--- src/rtl/gtx_link_manager.sv ---
// Reset sequencing and link supervision for an N-lane Aurora 64b66b GTX array:
// staged GT/user resets, per-lane debounce, link-up timeout with bounded retries.
module gtx_link_manager #(
    parameter  int NUM_LANES    = 4,
    parameter  int RST_CYCLES   = 1000,
    parameter  int RST_STAGGER  = 16,
    parameter  int DEBOUNCE     = 64,
    parameter  int LINK_TIMEOUT = 1000000,
    parameter  int MAX_RETRY    = 7,
    parameter  int CNT_W        = 20,
    localparam int RETRY_W      = $clog2(MAX_RETRY + 1)
) (
    input  logic                 init_clk,
    input  logic                 gtp_reset,
    input  logic [NUM_LANES-1:0] lane_enable,
    input  logic [NUM_LANES-1:0] channel_up,
    input  logic [NUM_LANES-1:0] lane_up,
    input  logic                 qpll_lock,
    input  logic                 force_reinit,
    output logic                 gt_rst,
    output logic                 reset,
    output logic [NUM_LANES-1:0] gtp_up,
    output logic                 all_up,
    output logic                 link_fail,
    output logic [RETRY_W-1:0]   retry_cnt,
    output logic [7:0]           drop_cnt,
    output logic [2:0]           state_o
);

    localparam int DB_W = (DEBOUNCE > 1) ? $clog2(DEBOUNCE) : 1;

    typedef enum logic [2:0] {
        ST_RST_HOLD = 3'd0,
        ST_STAGGER  = 3'd1,
        ST_WAIT_UP  = 3'd2,
        ST_RUN      = 3'd3,
        ST_FAIL     = 3'd4
    } state_t;

    logic [NUM_LANES-1:0] cu_meta_r, cu_sync_r, lu_meta_r, lu_sync_r;
    logic                 lock_meta_r, lock_sync_r;
    logic [DB_W-1:0]      db_cnt_r [NUM_LANES];
    logic [NUM_LANES-1:0] gtp_up_r, gtp_prev_r;
    logic [NUM_LANES-1:0] raw_s;
    logic                 up_ok_s, drop_s, cnt_en_s;

    state_t               state_r, state_nx_s;
    logic [CNT_W-1:0]     cnt_r, cnt_nx_s;
    logic [RETRY_W-1:0]   retry_r, retry_nx_s;
    logic [7:0]           drop_r, drop_nx_s;
    logic                 gt_rst_r, reset_r, all_up_r, link_fail_r;
    logic                 gt_rst_nx_s, reset_nx_s, all_up_nx_s, link_fail_nx_s;

    // Two-flop synchronisers for the asynchronous transceiver status inputs
    always_ff @(posedge init_clk) begin
        if (gtp_reset) begin
            cu_meta_r   <= '0;
            cu_sync_r   <= '0;
            lu_meta_r   <= '0;
            lu_sync_r   <= '0;
            lock_meta_r <= 1'b0;
            lock_sync_r <= 1'b0;
        end else begin
            cu_meta_r   <= channel_up;
            cu_sync_r   <= cu_meta_r;
            lu_meta_r   <= lane_up;
            lu_sync_r   <= lu_meta_r;
            lock_meta_r <= qpll_lock;
            lock_sync_r <= lock_meta_r;
        end
    end

    assign raw_s = cu_sync_r & lu_sync_r;

    // Per-lane debounce: slow rise after DEBOUNCE clean cycles, immediate drop
    always_ff @(posedge init_clk) begin
        for (int i = 0; i < NUM_LANES; i++) begin
            if (gtp_reset || gt_rst_r || !raw_s[i] || !lane_enable[i]) begin
                db_cnt_r[i] <= '0;
                gtp_up_r[i] <= 1'b0;
            end else if (db_cnt_r[i] == DB_W'(DEBOUNCE - 1)) begin
                db_cnt_r[i] <= db_cnt_r[i];
                gtp_up_r[i] <= 1'b1;
            end else begin
                db_cnt_r[i] <= db_cnt_r[i] + DB_W'(1);
                gtp_up_r[i] <= 1'b0;
            end
        end
    end

    // Previous debounced state, for falling-edge (drop) detection
    always_ff @(posedge init_clk) begin
        if (gtp_reset) begin
            gtp_prev_r <= '0;
        end else begin
            gtp_prev_r <= gtp_up_r;
        end
    end

    assign up_ok_s  = (lane_enable != {NUM_LANES{1'b0}}) && ((gtp_up_r & lane_enable) == lane_enable);
    assign drop_s   = |(gtp_prev_r & ~gtp_up_r & lane_enable);
    assign cnt_en_s = lock_sync_r && (lane_enable != {NUM_LANES{1'b0}});

    // FSM state and registered outputs
    always_ff @(posedge init_clk) begin
        if (gtp_reset) begin
            state_r     <= ST_RST_HOLD;
            cnt_r       <= '0;
            retry_r     <= '0;
            drop_r      <= 8'd0;
            gt_rst_r    <= 1'b1;
            reset_r     <= 1'b1;
            all_up_r    <= 1'b0;
            link_fail_r <= 1'b0;
        end else begin
            state_r     <= state_nx_s;
            cnt_r       <= cnt_nx_s;
            retry_r     <= retry_nx_s;
            drop_r      <= drop_nx_s;
            gt_rst_r    <= gt_rst_nx_s;
            reset_r     <= reset_nx_s;
            all_up_r    <= all_up_nx_s;
            link_fail_r <= link_fail_nx_s;
        end
    end

    // Next-state, shared hold/timeout counter and retry/drop bookkeeping
    always_comb begin
        state_nx_s = state_r;
        cnt_nx_s   = cnt_r;
        retry_nx_s = retry_r;
        drop_nx_s  = drop_r;
        if (force_reinit) begin
            state_nx_s = ST_RST_HOLD;
            cnt_nx_s   = '0;
            retry_nx_s = '0;
        end else begin
            case (state_r)
                ST_RST_HOLD: begin
                    if (cnt_r == CNT_W'(RST_CYCLES - 1)) begin
                        state_nx_s = ST_STAGGER;
                        cnt_nx_s   = '0;
                    end else begin
                        cnt_nx_s   = cnt_r + CNT_W'(1);
                    end
                end
                ST_STAGGER: begin
                    if (cnt_r == CNT_W'(RST_STAGGER - 1)) begin
                        state_nx_s = ST_WAIT_UP;
                        cnt_nx_s   = '0;
                    end else begin
                        cnt_nx_s   = cnt_r + CNT_W'(1);
                    end
                end
                ST_WAIT_UP: begin
                    if (up_ok_s) begin
                        state_nx_s = ST_RUN;
                        cnt_nx_s   = '0;
                        retry_nx_s = '0;
                    end else if (cnt_en_s) begin
                        if (cnt_r == CNT_W'(LINK_TIMEOUT - 1)) begin
                            cnt_nx_s = '0;
                            if (retry_r == RETRY_W'(MAX_RETRY)) begin
                                state_nx_s = ST_FAIL;
                            end else begin
                                state_nx_s = ST_RST_HOLD;
                                retry_nx_s = retry_r + RETRY_W'(1);
                            end
                        end else begin
                            cnt_nx_s = cnt_r + CNT_W'(1);
                        end
                    end else begin
                        cnt_nx_s = cnt_r;
                    end
                end
                ST_RUN: begin
                    if (drop_s) begin
                        state_nx_s = ST_RST_HOLD;
                        cnt_nx_s   = '0;
                        if (drop_r != 8'hFF) begin
                            drop_nx_s = drop_r + 8'd1;
                        end else begin
                            drop_nx_s = drop_r;
                        end
                    end else begin
                        state_nx_s = ST_RUN;
                    end
                end
                ST_FAIL: begin
                    state_nx_s = ST_FAIL;
                    cnt_nx_s   = '0;
                end
                default: begin
                    state_nx_s = ST_RST_HOLD;
                    cnt_nx_s   = '0;
                end
            endcase
        end
    end

    // Output decode from the next state so outputs line up with the state register
    always_comb begin
        gt_rst_nx_s    = (state_nx_s == ST_RST_HOLD) || (state_nx_s == ST_FAIL);
        reset_nx_s     = (state_nx_s != ST_WAIT_UP) && (state_nx_s != ST_RUN);
        link_fail_nx_s = (state_nx_s == ST_FAIL);
        all_up_nx_s    = (state_r == ST_RUN) && (state_nx_s == ST_RUN) && up_ok_s;
    end

    assign gt_rst    = gt_rst_r;
    assign reset     = reset_r;
    assign gtp_up    = gtp_up_r;
    assign all_up    = all_up_r;
    assign link_fail = link_fail_r;
    assign retry_cnt = retry_r;
    assign drop_cnt  = drop_r;
    assign state_o   = state_r;

endmodule
--- config.mk ---
export PLATFORM = sky130hd
export DESIGN_NAME = gtx_link_manager
export DESIGN_NICKNAME = d
export VERILOG_FILES = /design/src/rtl/gtx_link_manager.sv
export SDC_FILE = /design/constraint.sdc
export NUM_CORES = 1
export LEC_CHECK = 0
export ABC_AREA = 1
export BUFFER_PORTS_ARGS = -buffer_cell sky130_fd_sc_hd__buf_4
export CAP_MARGIN = 25
export CORE_ASPECT_RATIO = 1.1
export CORE_MARGIN = 2
export CORE_UTILIZATION = 25
export DETAILED_ROUTE_END_ITERATION = 6
export GPL_ROUTABILITY_DRIVEN = 1
export PLACE_DENSITY = 0.45
export SYNTH_ARGS = -nofsm -noshare
export SYNTH_HDL_FRONTEND = slang
export SYNTH_SLANG_ARGS = --single-unit
--- constraint.sdc ---
create_clock -name init_clk -period 2.6 [get_ports init_clk]
set_clock_uncertainty 0.15 [all_clocks]
set_input_delay 0.52 -clock init_clk [delete_from_list [all_inputs] [get_ports init_clk]]
set_output_delay 0.52 -clock init_clk [all_outputs]
set_load 0.01 [all_outputs]
==> results of run 1 <==
==> layout make-up <==
class	count	area (µm²)
clock buffers	12	289
clock inverters	4	53.8
fillers	1727	11300
inverters	95	357
multi-input cells	354	1780
flip-flops and latches	88	2000
well taps	204	255
repair buffers	40	300
==> through the flow <==
stage	hold WS (ns)	util, %
3_5_place_dp	0.242	28.7
6_report	0.212	30.8
5_1_grt	0.218	30.8
3_3_place_gp	0.245	28.7
4_1_cts	0.204	30.8
2_1_floorplan	0.238	-
==> registers in the layout, summed over array words and instances (netlist names) <==
register	count
db_cnt_r	24
gt_rst	1
lock_meta_r	1
cu_sync_r	4
gtp_prev_r	4
lu_meta_r	4
state_o	3
gtp_up	4
cnt_r	20
reset	1
retry_cnt	3
cu_meta_r	4
drop_cnt	8
link_fail	1
lu_sync_r	4
lock_sync_r	1
all_up	1
==> how the worst max path moves through the flow <==
stage | startpoint | to | depth (start not counted)
after global placement | lane_enable[2] | cnt_r[11]$_SDFFE_PP0P_ | 11
after global routing | cnt_r[0]$_SDFFE_PP0P_ | cnt_r[4]$_SDFFE_PP0P_ | 10
final | cnt_r[0]$_SDFFE_PP0P_ | cnt_r[4]$_SDFFE_PP0P_ | 10
after detailed placement | gtp_reset | db_cnt_r[2][2]$_SDFFCE_PN0P_ | 5
after CTS | cnt_r[0]$_SDFFE_PP0P_ | cnt_r[4]$_SDFFE_PP0P_ | 10
after floorplan | cnt_r[0]$_SDFFE_PP0P_ | cnt_r[14]$_SDFFE_PP0P_ | 11
==> worst max-delay path: stages (launching register included) <==
cell	delay (ns)
sky130_fd_sc_hd__dfxtp_1	0.37
sky130_fd_sc_hd__ha_1	0.18
sky130_fd_sc_hd__nand2_1	0.11
sky130_fd_sc_hd__nor2_2	0.13
sky130_fd_sc_hd__inv_1	0.09
sky130_fd_sc_hd__nor2_1	0.18
sky130_fd_sc_hd__nand3_1	0.10
sky130_fd_sc_hd__nand2_1	0.17
sky130_fd_sc_hd__nand4_4	0.15
sky130_fd_sc_hd__nand2_4	0.26
sky130_fd_sc_hd__nor2_1	0.08
==> synth_stat cells (7+ instances only) <==
cell type	n
sky130_fd_sc_hd__a21oi_1	20
sky130_fd_sc_hd__nand2_1	82
sky130_fd_sc_hd__nand4_1	13
sky130_fd_sc_hd__dfxtp_1	64
sky130_fd_sc_hd__nor2_1	109
sky130_fd_sc_hd__o21ai_0	16
sky130_fd_sc_hd__xor2_1	7
sky130_fd_sc_hd__ha_1	8
sky130_fd_sc_hd__edfxtp_1	24
sky130_fd_sc_hd__nor2_2	11
sky130_fd_sc_hd__nand3_1	45
sky130_fd_sc_hd__inv_1	89
sky130_fd_sc_hd__nor3_1	9
==> power by group through the flow <==
stage                     logic, µW  clock network [µW]  registers, µW
after floorplan                38.3                   0           1450
after global placement         70.4                   0           1450
after detailed placement       70.8                   0           1450
after CTS                      71.2                1500           1420
after global routing           78.4                1550           1420
final                          68.9                1460           1420
==> logic make-up after synthesis <==
kind of cell / synth area share, %
xor+xnor: 2.72
simple gates: 32.1
buf+inv: 9.58
fa+ha+maj: 2.39
flops: 47.9
compound gates: 5.33
==> layer usage <==
layer	part of all wire (%)	vias up	global-route usage [%]
met4	2.5	0	5.38
li1	-	1799	-
met5	0	-	0
met2	47	52	18.0
met3	3.8	15	2.92
met1	46	1549	13.3
==> results by stage, run 1 <==
Route:
- The number of antenna-violating nets in the routed design is 0.
- The first TritonRoute pass finished after 4 iterations.
- After the first detailed-routing iteration, the DRC count stood at 171.
- Dividing the detail-routed wire length by the instance count gives 11.6 µm.
- The detail-routed via count per cell is 4.28.
- The number of remaining DRC errors is 0.
- Across all layers, the routed design uses 3415 vias.
- The sum of routed wire length over all layers is 9230 µm.

Run:
- Max-cap violations in this run came to 0.

Cells and area:
- The post-route cell area is 0.00504 mm².
- The top cell types in the final layout, fill and taps aside, are sky130_fd_sc_hd__nor2_1, sky130_fd_sc_hd__inv_1, sky130_fd_sc_hd__nand2_1.
- The repair_antennas step left the layout with diodes totalling 0.
- Relative to the synthesized area, the layout overhead comes to 20.4%.
- The most common cell after layout, fill and taps aside is sky130_fd_sc_hd__nor2_1.
- The share of layout cells above drive strength 1 is 14.7%.
- For this run, the post-layout net count is 612.
- The final standard cell count with taps included and fillers excluded is 797.

Clock tree:
- The post-CTS repair timing setup buffer count is 0.
- In this run the number of H-tree levels came out at 3.
- TritonCTS created 9 clock buffers.
- In this run, post-CTS hold repair placed 0 buffers.
- The number of resized instances in the post-cts repair step is 0.
- The number of buffers on the longest clock path is 2.
- The clock sink total is 88.
- The register clock-pin slew on the reported worst setup and hold paths is 0.07 ns.
- The CTS root buffer is sky130_fd_sc_hd__clkbuf_16.
- TritonCTS built the clock tree.
- The later pin in the worst-skew pair is clocked with a latency of 0.35 ns.

Synth:
- The share of synthesized area occupied by flip-flops and latches is 47.9%.
- After synthesis, the cell types taking the most area are sky130_fd_sc_hd__dfxtp_1, sky130_fd_sc_hd__edfxtp_1, sky130_fd_sc_hd__nor2_1.
- The synthesized area divided by synthesized cell count is 7.70 µm².
- The cell area that synthesis handed to floorplanning was 0.00418 mm².
- The number of nets produced by synthesis is 567.
- For this run, the leading register cell type out of synthesis is sky130_fd_sc_hd__dfxtp_1.
- Synthesis instantiated 33 different standard cells from the library.
- Summed over all instances, the cell type with the most area after synthesis is sky130_fd_sc_hd__dfxtp_1.
- The top cell type's share of synthesized area is 30.6%.
- The share of async-settable or async-resettable flops after synthesis is 0%.
- The number of synthesized flops with an enable pin is 24.
- The count of mapped cells out of synthesis is 543.
- The yosys synthesis warning count is 0.
- The register bit total from synthesis is 88.

Pwr:
- The peak supply drop is 0.295 mV.
- In this run, the combinational gates consume 2.3% of the power.
- The power density over the cells is 585 mW/mm².
- The power spent charging and discharging nets is 610 µW.
- Per report_power, the clock group accounts for 49.5% of the total.
- Per report_power, the sequential group accounts for 48.1% of the total.
- The power consumption is 2950 µW.
- In this run the static leakage power is 0.00203 µW.
- The switching share of power is 20.7%.
- The design internal power is 2340 µW.

Timing:
- In the final timing run, aggregate negative setup slack is 0 ns.
- Setup repair after global routing left no endpoint under its margin.
- Subtracting the final worst setup slack from the clock period gives 2.08 ns.
- The final number of setup-violating endpoints is 0.
- Once routing completed, OpenROAD measured the worst setup slack at 0.518 ns.
- In this run the tightest slew margin relative to its limit is 70.8%.
- For the pin with the worst max-slew slack, the measured transition is 0.437 ns.
- The final number of max-transition violations is 0.
- Based on the critical path, the design can be clocked at up to 0.480 GHz.
- The final number of hold-violating endpoints is 0.
- The final critical path takes up 80.1% of the cycle.

Hold path:
- The type of the most critical hold path is in2reg.
- The worst hold path was traced through 3 stages.
- The worst hold path terminates at cu_meta_r[0]$_SDFF_PP0_.
- The startpoint identified for the worst hold timing path is channel_up[0].

Die:
- In this run the vertical extent of the chip is 140 µm.
- The die outline width is 127 µm.
- The region available for standard cell placement spans 0.0164 mm².
- The floorplan has 49 rows.
- The die area is 0.0178 mm².
- The top-level I/O count is 38.
- Once the floorplan was initialized, standard cells occupied 25.5% of the core.

Critical path:
- The category of the critical setup timing path is reg2reg.
- Along the worst path, the maximum fanout reaches 16.
- The data arrival time at the worst-slack endpoint is 2.16 ns.
- The worst register-to-register path begins at cnt_r[0]$_SDFFE_PP0P_.
- The worst setup path is launched from a flop.
- The cell count of the worst reg-to-reg path is 10.
- Data on the critical path is required at its endpoint by 2.68 ns.
- The minimum setup slack among reg-to-reg paths is 0.52 ns.
- The worst register-to-register path ends at cnt_r[4]$_SDFFE_PP0P_.
- The endpoint type of the worst setup path is a flop.

Placed design:
- The half-perimeter wire length after placement is 7110 µm.
- The number of cells after detailed placement is 781.
- The placement-stage worst setup slack is 0.361 ns.
- The number of buffer cells added on primary ports is 37.
- The last weighted congestion value of the routability-driven placer is 0.839.
- In this run the cell area measured after placement is 0.00469 mm².

Global route:
- The global-route wire length before repair is 15400 µm.
- The total overflow left after global routing is 0.
- The via count of the first global-routing pass is 3254.
- The number of antenna violations at the first check in global routing is 0.
- Global routing consumed, over all layers together, 11.0% of the routing resources.
- Entering global routing, the biggest net connects 17 pins.

Run status:
- The run finished with clean final reports.
Power figures use the tool's default switching activity.
==> run 2: changes to the inputs <==
- PLACE_DENSITY: 0.45 -> 0.47
- clock period: 2.6 -> 1.8 ns (I/O delays scaled with it)
==> run 2 against run 1 <==
Net effect:
- sequential cell count unchanged
- register-to-register slack got worse by 0.50 ns
- highest routed layer unchanged
- setup slack got worse by 0.50 ns
- total power increased by 41%
- worst hold slack got worse by 0.15 ns
==> results by stage, run 2 (synthesis results as in run 1) <==
Timing:
- The setup TNS after final layout is 0 ns.
- The final number of max-transition violations was 0.
- The final worst slack is 0.0202 ns.
- Of the available clock period, the critical path in the final layout requires 98.9%.
- Subtracting the final worst setup slack from the clock period gives 1.78 ns.
- The relative slew slack is 77.4%.
- The final number of hold-violating endpoints is 0.
- The maximum frequency from static timing analysis is 0.562 GHz.
- Setup violations remaining at the end of the flow were counted as 0.
- Setup repair after global routing could not meet its margin everywhere.
- The worst-margin pin slew is 0.339 ns.

Critical path:
- The end point of the critical path is cnt_r[12]$_SDFFE_PP0P_.
- The data required time at the worst endpoint is 1.89 ns.
- Data arrives at the worst endpoint at 1.87 ns.
- The category of the worst setup path launch point is a flop.
- Counting cells, the worst reg-to-reg path comes to 12.
- The worst setup path is captured at a flop.
- The startpoint of the most critical setup path is cnt_r[0]$_SDFFE_PP0P_.
- The critical-path maximum fanout is 3.
- The origin of the critical flop-to-flop path is cnt_r[0]$_SDFFE_PP0P_.
- The worst register-to-register path ends at cnt_r[12]$_SDFFE_PP0P_.
- Across all register-to-register paths, the minimum setup slack is 0.02 ns.
- The critical path in this run is classified as reg2reg.

Pwr:
- Summed over all cells, the static leakage comes to 0.00240 µW.
- The power spent charging and discharging nets is 900 µW.
- The power density over the cells is 706 mW/mm².
- The combinational fraction of design power is 3.0%.
- Cell internal power was estimated by the tool at 3270 µW.
- The peak supply drop is 0.417 mV.
- The share of total power dissipated in the clock network is 47.8%.
- Net switching is 21.6% of the power.
- The share of power burned in registers is 49.2%.

Clock tree:
- After clock tree synthesis, the flow added hold-fix buffers numbering 0.
- The cell sitting at the root of the clock tree is a sky130_fd_sc_hd__clkbuf_16.
- The count of H-tree levels built during CTS is 3.
- The latest clock arrival within the worst-skew pair is 0.35 ns.
- TritonCTS built the clock tree.
- The register clock-pin slew on the reported worst setup and hold paths is 0.07 ns.
- CTS saw 88 sinks.
- The number of buffers inserted during clock tree synthesis is 9.
- The clock passes through at most 2 buffers.

Placed design:
- During placement, the flow inserted port buffers numbering 37.
- The number of cells after detailed placement is 836.
- The last weighted congestion value of the routability-driven placer is 0.867.
- Before CTS, the worst setup slack after placement is -0.153 ns.
- The half-perimeter wire length after placement is 7580 µm.

Hold path:
- The path class of the tightest hold or removal check is in2reg.

Die:
- The die outline width is 127 µm.
- The die is 140 µm tall.
- After floorplanning, the core was divided into 49 placement rows.
- In this run the count of I/O pins placed on the die edge is 38.
- The die area is 0.0178 mm².
- The standard cell core area is 0.0164 mm².
- The initial core utilization is 25.5%.

Cells and area:
- Counting flops per register, the top entry is db_cnt_r.
- The flip-flop count of the largest register after layout is 24.
- Leaving out fill and tap cells, the most frequent cells in the layout are sky130_fd_sc_hd__buf_4, sky130_fd_sc_hd__nor2_1, sky130_fd_sc_hd__inv_1.
- The repair_antennas step left the layout with diodes totalling 0.
- In the final layout, the share of cells above drive strength 1 is 34.8%.
- The net count reported at finish is 675.
- The area growth from synthesis to layout is 41.1%.
- The library cell used most frequently in the layout, excluding fill and tap cells, is sky130_fd_sc_hd__buf_4.
- Excluding fillers, the count of instances in the completed layout stands at 860.

Global route:
- The via count of the first global-routing pass is 3590.
- The total overflow left after global routing is 0.
- The first global-routing pass estimated 16600 µm of wire.
- Entering global routing, the biggest net connects 32 pins.
- The number of antenna violations at the first check in global routing is 0.
- The aggregate global-route resource usage is 11.8%.

Route:
- The number of remaining DRC errors is 0.
- The number of detailed-routing iterations run before antenna repair is 4.
- The sum of routed wire length over all layers is 10400 µm.
- The detailed router placed 3721 vias in this run.
- Dividing the detail-routed wire length by the instance count gives 12.0 µm.
- Once detail routing completed, the nets flagged for antenna violations numbered 0.
- The detail-routed via count per cell is 4.33.
- The count of routing violations after the opening detailed-route iteration is 167.

Run:
- The max-cap violation count is 0.

Run status:
- The flow ran to the end, and the final reports show no timing, DRC or antenna violations.
==> run 2: cell count changes in the layout (fill, tap and decap cells not counted), sizes merged <==
cell,change
clkbuf,-2
clkinv,+1
nand2,+1
clkinvlp,+1
buf,+62
==> run 2: critical path: stages, from the launching register on <==
cell,delay [ns]
sky130_fd_sc_hd__dfxtp_2,0.36
sky130_fd_sc_hd__ha_4,0.15
sky130_fd_sc_hd__nand2_4,0.06
sky130_fd_sc_hd__buf_6,0.13
sky130_fd_sc_hd__inv_2,0.04
sky130_fd_sc_hd__nand3_2,0.05
sky130_fd_sc_hd__nor2_2,0.11
sky130_fd_sc_hd__nand2_1,0.07
sky130_fd_sc_hd__nand2_2,0.09
sky130_fd_sc_hd__nand4_4,0.20
sky130_fd_sc_hd__buf_6,0.19
sky130_fd_sc_hd__nand3_2,0.04
sky130_fd_sc_hd__nor2_1,0.04
==> run 2: cell type report <==
class                      instances  area, µm²
fill                            1708      10500
multi-input combinational        355       2150
sequential                        88       2020
timing repair buffer             102        793
inverter                          95        362
tap                              204        255
clock buffer                      10        250
clock inverter                     6       72.6
==> run 2: worst min path at each step <==
stage / startpoint / end / slack (ns) / depth (start not counted)
floorplan: cu_meta_r[0]$_SDFF_PP0_ / cu_sync_r[0]$_SDFF_PP0_ / 0.24 / 2
global placement: cu_meta_r[2]$_SDFF_PP0_ / cu_sync_r[2]$_SDFF_PP0_ / 0.25 / 2
detailed placement: cu_meta_r[2]$_SDFF_PP0_ / cu_sync_r[2]$_SDFF_PP0_ / 0.25 / 2
CTS: lane_up[0] / lu_meta_r[0]$_SDFF_PP0_ / 0.06 / 3
global route: lane_up[1] / lu_meta_r[1]$_SDFF_PP0_ / 0.07 / 3
finish: lane_up[0] / lu_meta_r[0]$_SDFF_PP0_ / 0.06 / 3
==> run 2: routing by layer <==
metal | wire length (µm) | vias up | GRT usage, %
li1 | - | 1938 | -
met1 | 4640 | 1715 | 14.0
met2 | 5130 | 51 | 19.9
met3 | 351 | 17 | 2.92
met4 | 234 | 0 | 5.67
met5 | 0 | - | 0
==> run 2: power by group through the flow <==
stage	clock [µW]	combinational [µW]	sequential [µW]
detailed placement	0	106	2090
finish	1990	126	2050
CTS	2050	114	2050
global placement	0	105	2090
floorplan	0	55.4	2090
global route	2130	141	2050
==> run 2: stage by stage <==
step	total power (µW)	util (%)	hold slack, ns	area, µm²
final	4170	36.0	0.0643	5900
after global routing	4320	36.0	0.0670	5900
after global placement	2200	31.2	0.250	5110
after floorplan	2150	-	0.238	4180
after CTS	4220	34.1	0.0567	5580
after detailed placement	2200	31.2	0.248	5110
==> run 2: timing repair <==
item	in CTS	in global routing
pin swaps	9	34
setup endpoints to repair	27	59
cloned	1	0
resized for setup	31	88
setup buffers	3	4
